File: src/rtl/maindec_pipe.sv
// RV32 main decoder behind a valid/ready handshake: one output register plus a skid entry,
// so in_ready comes straight from a flop. Counts illegal bundles handed to execute.
module maindec_pipe #(
  parameter int HAS_M = 0,
  parameter int ALUW  = 5,
  parameter int CNTW  = 8
) (
  input  logic            clk,
  input  logic            reset,
  input  logic            flush,
  input  logic            in_valid,
  output logic            in_ready,
  input  logic [31:0]     instr,
  output logic            out_valid,
  input  logic            out_ready,
  output logic [31:0]     out_instr,
  output logic [ALUW-1:0] alucontrol,
  output logic            regwrite,
  output logic            memwrite,
  output logic            memread,
  output logic            branch,
  output logic            jump,
  output logic            alusrc,
  output logic [1:0]      resultsrc,
  output logic [2:0]      immsrc,
  output logic            illegal,
  output logic [CNTW-1:0] illegal_count
);

  localparam logic [4:0] ALU_ADD   = 5'd0;
  localparam logic [4:0] ALU_SUB   = 5'd1;
  localparam logic [4:0] ALU_SLL   = 5'd2;
  localparam logic [4:0] ALU_SLT   = 5'd3;
  localparam logic [4:0] ALU_SLTU  = 5'd4;
  localparam logic [4:0] ALU_XOR   = 5'd5;
  localparam logic [4:0] ALU_SRL   = 5'd6;
  localparam logic [4:0] ALU_SRA   = 5'd7;
  localparam logic [4:0] ALU_OR    = 5'd8;
  localparam logic [4:0] ALU_AND   = 5'd9;
  localparam logic [4:0] ALU_PASSB = 5'd10;
  localparam logic [4:0] ALU_MUL   = 5'd11;

  localparam logic [6:0] OP_LOAD   = 7'b0000011;
  localparam logic [6:0] OP_STORE  = 7'b0100011;
  localparam logic [6:0] OP_BRANCH = 7'b1100011;
  localparam logic [6:0] OP_OP     = 7'b0110011;
  localparam logic [6:0] OP_IMM    = 7'b0010011;
  localparam logic [6:0] OP_JAL    = 7'b1101111;
  localparam logic [6:0] OP_JALR   = 7'b1100111;
  localparam logic [6:0] OP_LUI    = 7'b0110111;
  localparam logic [6:0] OP_AUIPC  = 7'b0010111;

  localparam logic [6:0] F7_BASE = 7'b0000000;
  localparam logic [6:0] F7_ALT  = 7'b0100000;
  localparam logic [6:0] F7_MULD = 7'b0000001;

  typedef struct packed {
    logic [31:0] instr;
    logic [4:0]  alu;
    logic        regwrite;
    logic        memwrite;
    logic        memread;
    logic        branch;
    logic        jump;
    logic        alusrc;
    logic [1:0]  resultsrc;
    logic [2:0]  immsrc;
    logic        illegal;
  } bundle_t;

  function automatic logic [4:0] base_alu(input logic [2:0] f3);
    case (f3)
      3'b000:  return ALU_ADD;
      3'b001:  return ALU_SLL;
      3'b010:  return ALU_SLT;
      3'b011:  return ALU_SLTU;
      3'b100:  return ALU_XOR;
      3'b101:  return ALU_SRL;
      3'b110:  return ALU_OR;
      default: return ALU_AND;
    endcase
  endfunction

  bundle_t              dec;
  bundle_t              out_reg;
  bundle_t              skid_reg;
  logic                 out_valid_reg;
  logic                 skid_valid_reg;
  logic                 in_ready_reg;
  logic [CNTW-1:0]      count_reg;
  logic [6:0]           opcode;
  logic [2:0]           f3;
  logic [6:0]           f7;
  logic                 bad;

  assign opcode = instr[6:0];
  assign f3     = instr[14:12];
  assign f7     = instr[31:25];

  always_comb begin
    dec       = '0;
    dec.instr = instr;
    bad       = 1'b0;
    case (opcode)
      OP_LOAD: begin
        dec.regwrite  = 1'b1;
        dec.memread   = 1'b1;
        dec.alusrc    = 1'b1;
        dec.resultsrc = 2'd1;
        bad = (f3 == 3'b011) || (f3 == 3'b110) || (f3 == 3'b111);
      end
      OP_STORE: begin
        dec.memwrite = 1'b1;
        dec.alusrc   = 1'b1;
        dec.immsrc   = 3'd1;
        bad = (f3 >= 3'b011);
      end
      OP_BRANCH: begin
        dec.branch = 1'b1;
        dec.immsrc = 3'd2;
        dec.alu    = ALU_SUB;
        bad = (f3 == 3'b010) || (f3 == 3'b011);
      end
      OP_OP: begin
        dec.regwrite = 1'b1;
        if (f7 == F7_BASE) begin
          dec.alu = base_alu(f3);
        end else if (f7 == F7_ALT) begin
          if (f3 == 3'b000)      dec.alu = ALU_SUB;
          else if (f3 == 3'b101) dec.alu = ALU_SRA;
          else                   bad = 1'b1;
        end else if (HAS_M != 0 && f7 == F7_MULD) begin
          dec.alu = ALU_MUL + {2'b00, f3};
        end else begin
          bad = 1'b1;
        end
      end
      OP_IMM: begin
        dec.regwrite = 1'b1;
        dec.alusrc   = 1'b1;
        dec.alu      = base_alu(f3);
        // Only the shift forms carry a funct7 field; the others use it as immediate bits.
        if (f3 == 3'b001) begin
          bad = (f7 != F7_BASE);
        end else if (f3 == 3'b101) begin
          if (f7 == F7_ALT)       dec.alu = ALU_SRA;
          else if (f7 != F7_BASE) bad = 1'b1;
        end
      end
      OP_JAL: begin
        dec.regwrite  = 1'b1;
        dec.jump      = 1'b1;
        dec.resultsrc = 2'd2;
        dec.immsrc    = 3'd4;
      end
      OP_JALR: begin
        dec.regwrite  = 1'b1;
        dec.jump      = 1'b1;
        dec.alusrc    = 1'b1;
        dec.resultsrc = 2'd2;
        bad = (f3 != 3'b000);
      end
      OP_LUI: begin
        dec.regwrite = 1'b1;
        dec.alusrc   = 1'b1;
        dec.immsrc   = 3'd3;
        dec.alu      = ALU_PASSB;
      end
      OP_AUIPC: begin
        dec.regwrite = 1'b1;
        dec.alusrc   = 1'b1;
        dec.immsrc   = 3'd3;
      end
      default: bad = 1'b1;
    endcase
    if (bad) begin
      dec         = '0;
      dec.instr   = instr;
      dec.illegal = 1'b1;
    end
  end

  logic accept;
  logic take;
  assign accept = in_valid && in_ready_reg;
  assign take   = out_valid_reg && out_ready;

  always_ff @(posedge clk) begin
    if (reset) begin
      out_reg        <= '0;
      skid_reg       <= '0;
      out_valid_reg  <= 1'b0;
      skid_valid_reg <= 1'b0;
      in_ready_reg   <= 1'b1;
      count_reg      <= '0;
    end else begin
      // A hand-off counts even in a flush cycle: execute has already taken it.
      if (take && out_reg.illegal && count_reg != '1)
        count_reg <= count_reg + CNTW'(1);
      if (flush) begin
        out_valid_reg  <= 1'b0;
        skid_valid_reg <= 1'b0;
        in_ready_reg   <= 1'b1;
      end else if (!out_valid_reg || out_ready) begin
        if (skid_valid_reg) begin
          out_reg        <= skid_reg;
          out_valid_reg  <= 1'b1;
          skid_valid_reg <= 1'b0;
          in_ready_reg   <= 1'b1;
        end else if (accept) begin
          out_reg       <= dec;
          out_valid_reg <= 1'b1;
        end else begin
          out_valid_reg <= 1'b0;
        end
      end else if (accept) begin
        skid_reg       <= dec;
        skid_valid_reg <= 1'b1;
        in_ready_reg   <= 1'b0;
      end
    end
  end

  assign in_ready      = in_ready_reg;
  assign out_valid     = out_valid_reg;
  assign out_instr     = out_reg.instr;
  assign alucontrol    = ALUW'(out_reg.alu);
  assign regwrite      = out_reg.regwrite;
  assign memwrite      = out_reg.memwrite;
  assign memread       = out_reg.memread;
  assign branch        = out_reg.branch;
  assign jump          = out_reg.jump;
  assign alusrc        = out_reg.alusrc;
  assign resultsrc     = out_reg.resultsrc;
  assign immsrc        = out_reg.immsrc;
  assign illegal       = out_reg.illegal;
  assign illegal_count = count_reg;

endmodule
File: config.mk
export PLATFORM = sky130hd
export DESIGN_NAME = maindec_pipe
export DESIGN_NICKNAME = d
export VERILOG_FILES = /design/src/rtl/maindec_pipe.sv
export SDC_FILE = /design/constraint.sdc
export NUM_CORES = 1
export LEC_CHECK = 0
export CAP_MARGIN = 40
export CORE_UTILIZATION = 35
export DETAILED_ROUTE_END_ITERATION = 10
export PLACE_DENSITY_LB_ADDON = 0.08
export SYNTH_ARGS = -nofsm -noshare
export SYNTH_HDL_FRONTEND = slang
export SYNTH_SLANG_ARGS = --single-unit
File: constraint.sdc
create_clock -name clk -period 2.1 [get_ports clk]
set_input_delay 0.42 -clock clk [delete_from_list [all_inputs] [get_ports clk]]
set_output_delay 0.42 -clock clk [all_outputs]
set_load 0.02 [all_outputs]
; ---- Yosys cells after proc, flatten, opt, wreduce, memory -nomap -nowiden
; Index checks and enable logic that the tools add are counted.
[classes]
eq_ne = 19
n_reduce_logical = 25
muxes = 34
n_lt_le_gt_ge = 1
n_addsub = 1
bitwise_logic = 2
[ops]
columns = operator, count
row1 = two-way mux 49 bit, 2
row2 = "== test 7 x 6 -> 1 bit, second input constant", 4
row3 = case mux 4 bit (7 select lines), 1
row4 = "== test 7 bit, second input constant", 3
row5 = case mux 5 bit (4 select lines), 1
row6 = two-way mux 1 bit, 19
row7 = two-way mux 17 bit, 1
row8 = two-way mux 5 bit, 3
row9 = "== test 7 x 5 -> 1 bit, second input constant", 2
row10 = "== test 3 bit, second input constant", 4
row11 = case mux 3 bit (4 select lines), 1
row12 = two-way mux 3 bit, 3
row13 = "adder 8 x 1 -> 8 bit, second input constant", 1
row14 = "inequality test 8 bit, second input constant", 1
row15 = "== test 7 x 2 -> 1 bit, second input constant", 1
row16 = zero test 7 bit, 1
row17 = case mux 1 bit (7 select lines), 1
row18 = nonzero test 7 bit, 1
row19 = OR reduction 7 bit, 1
row20 = "== test 3 x 2 -> 1 bit, second input constant", 2
row21 = AND reduction 3 bit, 2
row22 = OR reduction 2 bit, 3
row23 = OR reduction 3 bit, 2
row24 = OR reduction 6 bit, 1
row25 = 13 further kinds, 21
[word_totals]
out_inout_bits = 59
regBits = 109
inputBits = 37
word_cells = 108

; ---- Logic depth before layout (Yosys ltp)
[logic_depth]
depth_word = 9
depth_mapped = 7
depth_no_buf = 6

; ---- Worst setup path after synthesis
; OpenSTA, ideal clock, no wires.
[synth_path]
path_type = input to register
start = input port instr[6]
end = register out_reg (netlist bit alucontrol[2])
arrival_time_ns = 1.782
cell_stages = 7
setup_ns = 0.088
path_buffers = 2
t_required_ns = 2.012
setup_slack_ns = 0.230
cell_sequence = buf_6 > nand3b_1 > or2_1 > o32ai_2 > nand3_2 > buf_6 > o32ai_2
[synth_between]
elab_chain_cells = 6
word_cells_on_any_way = 15
cone_classes = 9 x eq/ne / 5 x mux / 1 x reduce/logical
[synth_lines]
columns = element, line_no
row1 = "start, declared", 13  ; input logic [31:0] instr,
row2 = "== test 7 x 6 -> 1 bit, or another cell as far along", 104  ; case (opcode)
row3 = OR reduction 3 bit (no line), -
row4 = case mux 1 bit (7 select lines), 104
row5 = two-way mux 17 bit *, 176  ; if (bad) begin
row6 = two-way mux 49 bit *, 210  ; end else if (accept) begin
row7 = two-way mux 49 bit *, 205  ; if (skid_valid_reg) begin
row8 = "end signal, assigned", 206  ; out_reg <= skid_reg;
row9 = "end, declared", 85  ; bundle_t out_reg;
; Mark *: on every way between the ends. The rest lies on a longest branch, timed or not. The select of a mux whose other input is x is not followed.
; A chain may end at the register's enable or synchronous reset.

; ---- Worst setup path in the final report
[layout_path]
start = input port instr[28]
end = register skid_reg[10] in the netlist's numbering
[layout_between]
elab_chain_cells = 7
word_cells_on_any_way = 11
cone_classes = 1 x eq/ne / 8 x mux / 2 x reduce/logical
[layout_lines]
columns = element, line_no
row1 = nonzero test 7 bit, "144, 147"
row2 = two-way mux 1 bit, 147  ; else if (f7 != F7_BASE) bad = 1'b1;
row3 = two-way mux 1 bit, 146  ; if (f7 == F7_ALT) dec.alu = ALU_SRA;
row4 = two-way mux 1 bit, 145  ; end else if (f3 == 3'b101) begin
row5 = two-way mux 1 bit, 143  ; if (f3 == 3'b001) begin
row6 = case mux 1 bit (7 select lines) *, 104
row7 = two-way mux 17 bit *, 176
row8 = "end signal, assigned", 191  ; skid_reg <= '0;
row9 = "end signal, assigned", 217  ; skid_reg <= dec;
row10 = "end, declared", 86  ; bundle_t skid_reg;
; Mark *: on every way between the ends. The rest lies on a longest branch, timed or not.

==> out/results.ini <==
[power]
power_density_nw_per_um2 = 666
leakage_uw = 0.00233
seqPwrFrac_pct = 45.7
p_switching_uw = 1170
swShare_pct = 26.1
intPower_uw = 3320
p_comb_share_pct = 15.3
clkPwrFrac_pct = 39.0
ir_drop_uv = 367

[yosys]
yosysSeqAreaShare_pct = 43.3
yosys.area.top_type = dfxtp_1
synth_top_family_by_area = simple AND/OR/NAND/NOR gates
synthAdderAreaFrac_pct = 0.263
netlist_area_um2 = 4760
synth_common_cells = dfxtp_1, nand2_1, nor2_1
synth_cell_type_count = 58
synth_warnings = 0
synth_area_per_cell_um2 = 8.33
synth_compound_area_share_pct = 18.9
synthTopCellsByArea = dfxtp_1, mux2i_1, nand2_1, a211oi_1, a21oi_1
synth_xor_area_share_pct = 1.47
synth-edff-count = 0
synth.area.mux_share_pct = 7.14
netlist_instances = 572
synthFlopType = dfxtp_1
yosys.area_share.simple_pct = 23.4
async_reset_ff_share_pct = 0
syn_nets = 610
post-synth-top-count-cell = dfxtp_1
synthDominantCellAreaShare_pct = 43.3
synth-seq-cells = 103

[global_route]
antenna_found_initial = 0
grt_pass1_vias = 4383
top_usage_layer = met2
track_usage_pct = 20.2
grtUsageMet3_pct = 3.19
met1_usage_pct = 25.1
grt_max_degree = 48
overflow = 0
met2_usage_pct = 35.2
grt_pass1_wl_um = 22400

[timing]
rsz0062_at_grt = yes
period_needed_ns = 2.03
hold_violations = 0
timing.final.crit_share_pct = 96.7
drv_slew = 0
clock_skew_ns = 0.00837
tns_ns = 0
finalSetupViolations = 0
max_clock_freq_mhz = 492
hold_ws_ns = 0.422

[clock_network]
cts_inserted_buffers = 9
clk_pin_slew_ns = 0.07
cts.sinks = 103
cts_buffer_depth = 2
cts_tree = yes
ctsHtreeMaxLevel = 3
cts-root-buf = clkbuf_16
hold_buffers = 0
clock_latency_ns = 0.36

[route]
viasPerCell = 5.14
drc_errors = 0
wl_per_cell_um = 15.7
routed_wl_um = 13900
postRouteAntennaNets = 0
firstDrtPassIters = 4
vias = 4546
drt_iter0_markers = 223

[final_layout]
layout.nets = 741
insertedDiodeCount = 0
largest_reg_flops = 46
areaGrowthSynthToFinish_pct = 41.5
final_util_pct = 50.9
drive_above_1_share_pct = 16.5
final_cells = 884

[floorplanning]
pin_count = 96
fp.dieW_um = 119
core_um2 = 13200
start_util_pct = 36.0
die_area_um2 = 14100
die_y_um = 119
rows = 42

[run_status]
status = finished, final reports clean

[critical_path]
cp_max_fo = 13
critPathLaunch = instr[28]
required_ns = 2.36
timing.rr.start = out_valid
path_delay_family = buffers and inverters
cp_slowest_cell = clkdlybuf4s50_1
worstPathCellList = clkdlybuf4s50_1 -> nor4_4 -> nand2_2 -> o32ai_4 -> nand3_2 -> buf_6 -> o41ai_2
arrival_ns = 2.29
critPathLaunchType = input port
cp-end-kind = flop
path_class = input port to flop
max_stage_delay_ns = 0.47
worst-path-buf-inv = 2

[hold_path]
hp-class = input port to flop
hp-start = instr[3]

[placement]
hpwl_um = 9630
finalWeightedCongestion = 0.865
dp_cells = 867
port_buffers = 94

[flow_run]
maxCapViolCount = 0

==> metrics by stage <==
step | worst slack, ns | power (µW) | instance area [µm²]
2_1_floorplan | 0.230 | 2420 | 4760
3_3_place_gp | -0.346 | 2770 | 6340
3_5_place_dp | -0.400 | 2780 | 6340
4_1_cts | -0.0181 | 4520 | 6650
5_1_grt | -0.00389 | 4680 | 6740
6_report | 0.0686 | 4490 | 6740
==> timing repair <==
| action | in CTS | in global routing |
|---|---|---|
| setup endpoints to repair | 3 | 19 |
| resized for setup | 1 | 18 |
| buffers inserted | 0 | 1 |
| pin swaps | 0 | 6 |
| cloned | 0 | 0 |
| hold endpoints to repair | 0 | 0 |
==> worst register-to-register path, stage by stage, from the launching register on <==
cell      delay, ns
dfxtp_1        0.38
nor2b_1        0.23
and4b_1        0.27
buf_4          0.27
nand2b_1       0.25
o31ai_1        0.29
==> per-layer routing <==
layer  routed length [µm]  vias up
met5                    0        -
met4                  195        0
met3                  419       12
met2                 6910       83
met1                 6340     2170
li1                     -     2281
==> cell families after synthesis <==
logic type | Yosys count
other | 1
buffers and inverters | 59
XOR/XNOR | 8
multiplexers | 34
AO/OA/AOI/OAI | 137
adder cells (fa/ha/maj) | 1
flip-flops | 103
AND/OR/NAND/NOR | 229
==> final timing paths <==
path / end / slack, ns / cells after the start
setup / recovery: skid_reg[10] / 0.07 / 7
hold / removal: skid_reg[20] / 0.42 / 3
setup reg to reg: skid_reg[12] / 0.33 / 5
hold reg to reg: skid_reg[28] / 0.45 / 2
==> cell type report <==
| cell class | instances | area, µm² |
|---|---|---|
| Clock buffer | 10 | 239 |
| Clock inverter | 6 | 68.8 |
| Fill cell | 1310 | 6500 |
| Inverter | 9 | 33.8 |
| Multi-Input combinational cell | 410 | 2520 |
| Sequential cell | 103 | 2060 |
| Tap cell | 176 | 220 |
| Timing Repair Buffer | 170 | 1600 |
==> power groups by stage <==
| stage | registers (µW) | clock network (µW) | logic, µW |
|---|---|---|---|
| floorplan | 2160 | 0 | 252 |
| global placement | 2100 | 0 | 677 |
| detailed placement | 2100 | 0 | 681 |
| CTS | 2050 | 1780 | 684 |
| global route | 2060 | 1880 | 744 |
| finish | 2050 | 1750 | 687 |
==> cells in the final DEF (no fill, tap or decap), types with 3 or more instances in the layout <==
cell type and instances:
dfxtp_1 102, clkdlybuf4s50_1 89, nand2_1 85, buf_4 69, nor2_1 58, a21oi_1 51, a211oi_1 35, mux2i_1 34
nor3_1 15, nand3b_1 12, o21ai_0 12, inv_1 9, nand3_1 9, clkbuf_16 9, o31ai_1 7, nand2b_1 6
xnor2_1 6, or3_1 6, buf_12 6, nor2b_1 4, a31oi_1 4, o32ai_2 4, o211ai_1 3, nand4_1 3
nor4_1 3, and3_1 3, dlymetal6s2s_1 3
Power figures use the tool's default switching activity.
==> RTL change 1 (same settings) <==
`HAS_M`: 0 -> 1.
--- a/src/rtl/maindec_pipe.sv
+++ b/src/rtl/maindec_pipe.sv
@@ -1,7 +1,7 @@
 // RV32 main decoder behind a valid/ready handshake: one output register plus a skid entry,
 // so in_ready comes straight from a flop. Counts illegal bundles handed to execute.
 module maindec_pipe #(
-  parameter int HAS_M = 0,
+  parameter int HAS_M = 1,
   parameter int ALUW  = 5,
   parameter int CNTW  = 8
 ) (
Formal check against the unedited RTL: not equivalent (a bounded check fails within 4 cycles, from zero or initial values and one cycle with reset high).
==> RTL change 1 against the original RTL <==
  * Area after synthesis is 1.5% higher
  * Power is 1.5% lower
  * Sequential cell count is 2 higher
  * Die area is 1.5% higher
  * Design area is 2.6% higher
  * Register-to-register slack better by 0.14 ns
  * Combinational power is 5.7% higher
  * Worst setup slack worse by 0.063 ns
  * Routed wire length is 2.4% lower
  * Critical endpoint is now illegal$_SDFFE_PP0P_
  * Largest power group unchanged
==> RTL change 1: results (changes against the original RTL) <==
| Metric | Value |
|---|---|
| R2R depth | 7 (+2) |
| Syn_area_per_cell | 8.17 sq um (-1.9%) |
| R2R setup slack | 0.47 ns (+0.14 ns) |
| Register area | 2100 sq um (+1.9%) |
| Post-DP Area | 6370 sq um (+0.36%) |
| Top cells by area, synth | dfxtp_1 43%, mux2i_1 7.0%, nand2_1 7.0% |
| First-pass GRT wire length | 22200 microns (-0.74%) |
| Status | completed |
| Fraction of power spent switching nets | 0.270 (+0.00984) |
| WL/cell | 14.9 microns (-5.0%) |
| Critical path endpoint | illegal$_SDFFE_PP0P_ |
| Slowest cell on the critical path | or4_4 |
| Grt met1 use | 0.252 (+0.000891) |
| Largest net degree at the start of global routing | 63 (+31%) |
| Routed WL | 13500 microns (-2.4%) |
| Max reg flops | 47 (+2.2%) |
| Met3 Wirelength | 597 microns (+42%) |
| Iteration-0 DRC Markers | 216 (-3.1%) |
| #MultiIn Comb | 426 (+3.9%) |
| Critical Path Source | instr[31] |
| Slowest cell delay on critical path | 0.55 ns (+0.08 ns) |
| Clk tree area frac | 0.0407 (-0.00497) |
| Dpl hpwl | 9150 microns (-5.0%) |
| Layout filler cell count | 1291 (-1.5%) |
| Non-clock buffer share | 0.235 (-0.00175) |
| Cells after DPL | 880 (+1.5%) |
| Clock Sinks | 105 (+1.9%) |
| Synth cell types | 52 (-10%) |
| VDD IR max | 0.418 mV (+14%) |
| Clock Skew | 0.00784 ns (-0.000530 ns) |
| Hold Startpoint | instr[28] |
| Commonest cells in the netlist | 105 x dfxtp_1, 90 x nand2_1, 73 x nor2_1 |
| Clock Power | 1.60 mW (-9%) |
## RTL change 1: changes by cell type after synthesis, moves of 4 or more
cell / change
o31ai_1: -7
a22oi_1: +5
ha_1: +6
nand3_1: +7
a211oi_1: +6
nor2_1: +14
nand2_1: +5
nor3_1: -5
a221oi_1: +4
buf_2: -6
a21oi_1: +9
buf_4: +6
nand3b_1: -9
## RTL change 1: cells by family (layout without fill, tap and decap cells)
logic type               Yosys count  after routing  share of synthesized area
AND/OR/NAND/NOR                  229            229                      0.212
AO/OA/AOI/OAI                    150            150                      0.198
flip-flops                       105            105                      0.435
buffers and inverters             61            201                     0.0566
multiplexers                      34             34                     0.0704
adder cells (fa/ha/maj)            7              7                     0.0181
XOR/XNOR                           6              6                     0.0109
## RTL change 1: through the flow
step                utilization  hold slack [ns]
finish                    0.518            0.316
global route              0.518            0.313
CTS                       0.509            0.299
detailed placement        0.477            0.447
global placement          0.477            0.441
floorplan                     -            0.432
==> RTL change 2 (same settings) <==
Without the edit above. Put one more register stage on the output `illegal_count`, without a reset. The value now appears one clock later. The other outputs are not delayed to match.
--- a/src/rtl/maindec_pipe.sv
+++ b/src/rtl/maindec_pipe.sv
@@ -234,6 +234,8 @@
   assign resultsrc     = out_reg.resultsrc;
   assign immsrc        = out_reg.immsrc;
   assign illegal       = out_reg.illegal;
-  assign illegal_count = count_reg;
+  always_ff @(posedge clk) begin
+    illegal_count <= count_reg;
+  end
 
 endmodule
Behaviour: not the same (a bounded check fails within 4 cycles, from zero or initial values and one cycle with reset high).
==> RTL change 2 against the original RTL <==
  * Sequential cell count is 8 higher
  * Critical path type unchanged
  * Worst setup slack worse by 0.032 ns
  * Combinational power is 2% lower
  * Design area is 1.8% higher
  * Routed wire length is 10% lower
  * Largest cell class unchanged
  * Power is 4.7% higher
  * Area after synthesis hardly changed
  * Largest power group unchanged
  * Non-clock buffer count is 10 higher
  * Critical path depth stayed put
==> RTL change 2: results (changes against the original RTL) <==
| Metric | Value |
|---|---|
| Status | completed |
| Layout filler cell count | 1301 (-0.69%) |
| Vias in the first global route | 4076 (-7.0%) |
| Synth Area in Compound Gates | 0.203 (+0.0133) |
| Largest net degree at the start of global routing | 48 (unchanged) |
| ANT cells | 0 (unchanged) |
| Iteration-0 DRC Markers | 207 (-7.2%) |
| Synth cell types | 56 (-3.4%) |
| Synth Area in XOR/XNOR | 0.0165 (+0.00183) |
| Crit path DAT | 2.34 ns (+0.05 ns) |
| Adder-cell area share of the yosys netlist | 0.00263 (about the same) |
| Async set-reset flop share out of synthesis | 0 (unchanged) |
| Clk buf depth | 2 (unchanged) |
| Commonest cells in the netlist | 111 x dfxtp_1, 92 x nand2_1, 65 x nor2_1 |
| Max FO, Critical Path | 4 (-9) |
| First-pass GRT wire length | 20400 microns (-8.8%) |
| Routability cong. | 0.799 (-7.6%) |
| Leak | 2.44 nW (+4.8%) |
| Ys Warns | 0 (unchanged) |
| Gr usage total | 0.181 (-0.0210) |
| Seq/Total Area, Yosys | 0.466 (+0.0335) |
| Fin nets | 738 (-0.40%) |
| Total CTS buffers | 9 (unchanged) |
| Slowest cell on the critical path | or4_4 |
| VDD IR max | 0.324 mV (-12%) |
| Clock slew seen by the registers of the worst setup and hold paths | 0.07 ns (about the same) |
| Initial antenna violation count | 0 (unchanged) |
| Post-Syn Nets | 596 (-2.3%) |
| Clock Latency Late Sink | 0.35 ns |
| Drt pass-1 iters | 4 (unchanged) |
| Routed WL | 12400 microns (-10%) |
| R2R setup slack | 0.39 ns (+0.06 ns) |
| Max reg flops | 46 (unchanged) |
| Buffers on Ports | 94 (unchanged) |
| Vias per std cell | 4.99 (-3.0%) |
| Hold WS | 0.327 ns (-0.0956 ns) |
| CP delay by family, top | simple AND/OR/NAND/NOR gates |
| Worst Tran Pin Value | 0.830 ns |
| Slowest cell delay on critical path | 0.53 ns (+0.06 ns) |
| Dpl hpwl | 8900 microns (-7.6%) |
| Top cells by area, synth | dfxtp_1 47%, nand2_1 7.2%, mux2i_1 6.7% |
| Hold WC Path Type | input port to flip-flop |
| Psw | 1.16 mW (-0.90%) |
| H-tree depth | 3 (unchanged) |
| Root buf cell | clkbuf_16 |
| Proportion of synthesized area in mux cells | 0.0672 (-0.00422) |
| Clock Skew | 0.00586 ns (-0.00251 ns) |
| Layout cells sized above 1 | 0.206 (+0.0404) |
[RTL change 2: cell types whose count changed in the layout (fill, tap and decap cells not counted), sizes merged, moves of 7 or more]
cell           delta
clkdlybuf4s50    -11
dfxtp             +8
o21ai            +11
nand3b            -9
buf              +13
o32ai             -7
[RTL change 2: repair_timing]
action,in CTS,in global routing
gates resized for setup,41,21
pin swaps,9,4
gates cloned,0,1
buffers inserted,2,0
setup endpoints to repair,25,11
hold buffers,0,0
[RTL change 2: cells by family after synthesis]
logic type,after synthesis
DFF,111
and+or+nand+nor,203
buffers and inverters,55
AOI/OAI and AO/OA,146
adders and majority gates,1
muxes,32
xor gates and xnor gates,9
other,1
[RTL change 2: power groups by stage]
stage | Sequential [mW] | Combinational, mW | Clock [mW]
2_1_floorplan | 2.32 | 0.253 | 0
3_3_place_gp | 2.25 | 0.659 | 0
3_5_place_dp | 2.25 | 0.665 | 0
4_1_cts | 2.20 | 0.671 | 1.90
5_1_grt | 2.21 | 0.728 | 1.98
6_report | 2.20 | 0.672 | 1.83
[RTL change 2: area by class of cell]
cell class | count | area share
Clock buffer | 9 | 0.0328
Clock inverter | 7 | 0.0139
Inverter | 6 | 0.00328
Multi-Input combinational cell | 392 | 0.360
Sequential cell | 111 | 0.324
Tap cell | 176 | 0.0321
Timing Repair Buffer | 180 | 0.234
[RTL change 2: worst paths after layout]
path / from / to / cells past startpoint
setup / recovery: instr[25] / immsrc[1]$_SDFFE_PP0P_ / 7
hold reg to reg: count_reg[5]$_SDFFE_PP0P_ / illegal_count[5]$_DFF_P_ / 0
setup reg to reg: out_valid$_SDFFE_PP0P_ / alucontrol[1]$_SDFFE_PP0P_ / 5
hold / removal: instr[27] / skid_reg[44]$_SDFFE_PP0P_ / 3
[RTL change 2: metal layers]
layer / vias to the layer above / share of wire / track usage
met1: 2060 / 0.49 / 0.240
met3: 12 / 0.033 / 0.0314
met2: 68 / 0.46 / 0.293
li1: 2254 / - / -
met4: 0 / 0.015 / 0.0641
met5: - / 0 / 0
[RTL change 2: metrics by stage]
stage,setup slack [ns],instance area [sq um],power (mW),cells
2_1_floorplan,-0.171,4820,2.57,558
3_3_place_gp,-0.683,6430,2.91,862
3_5_place_dp,-0.778,6430,2.91,862
4_1_cts,-0.0858,6830,4.77,880
5_1_grt,-0.0237,6860,4.92,881
6_report,0.0368,6860,4.70,881
[RTL change 2: worst min-delay path, stage by stage]
cell and delay [ns]:
buf_2 0.11, nand2_1 0.05, a21oi_1 0.05
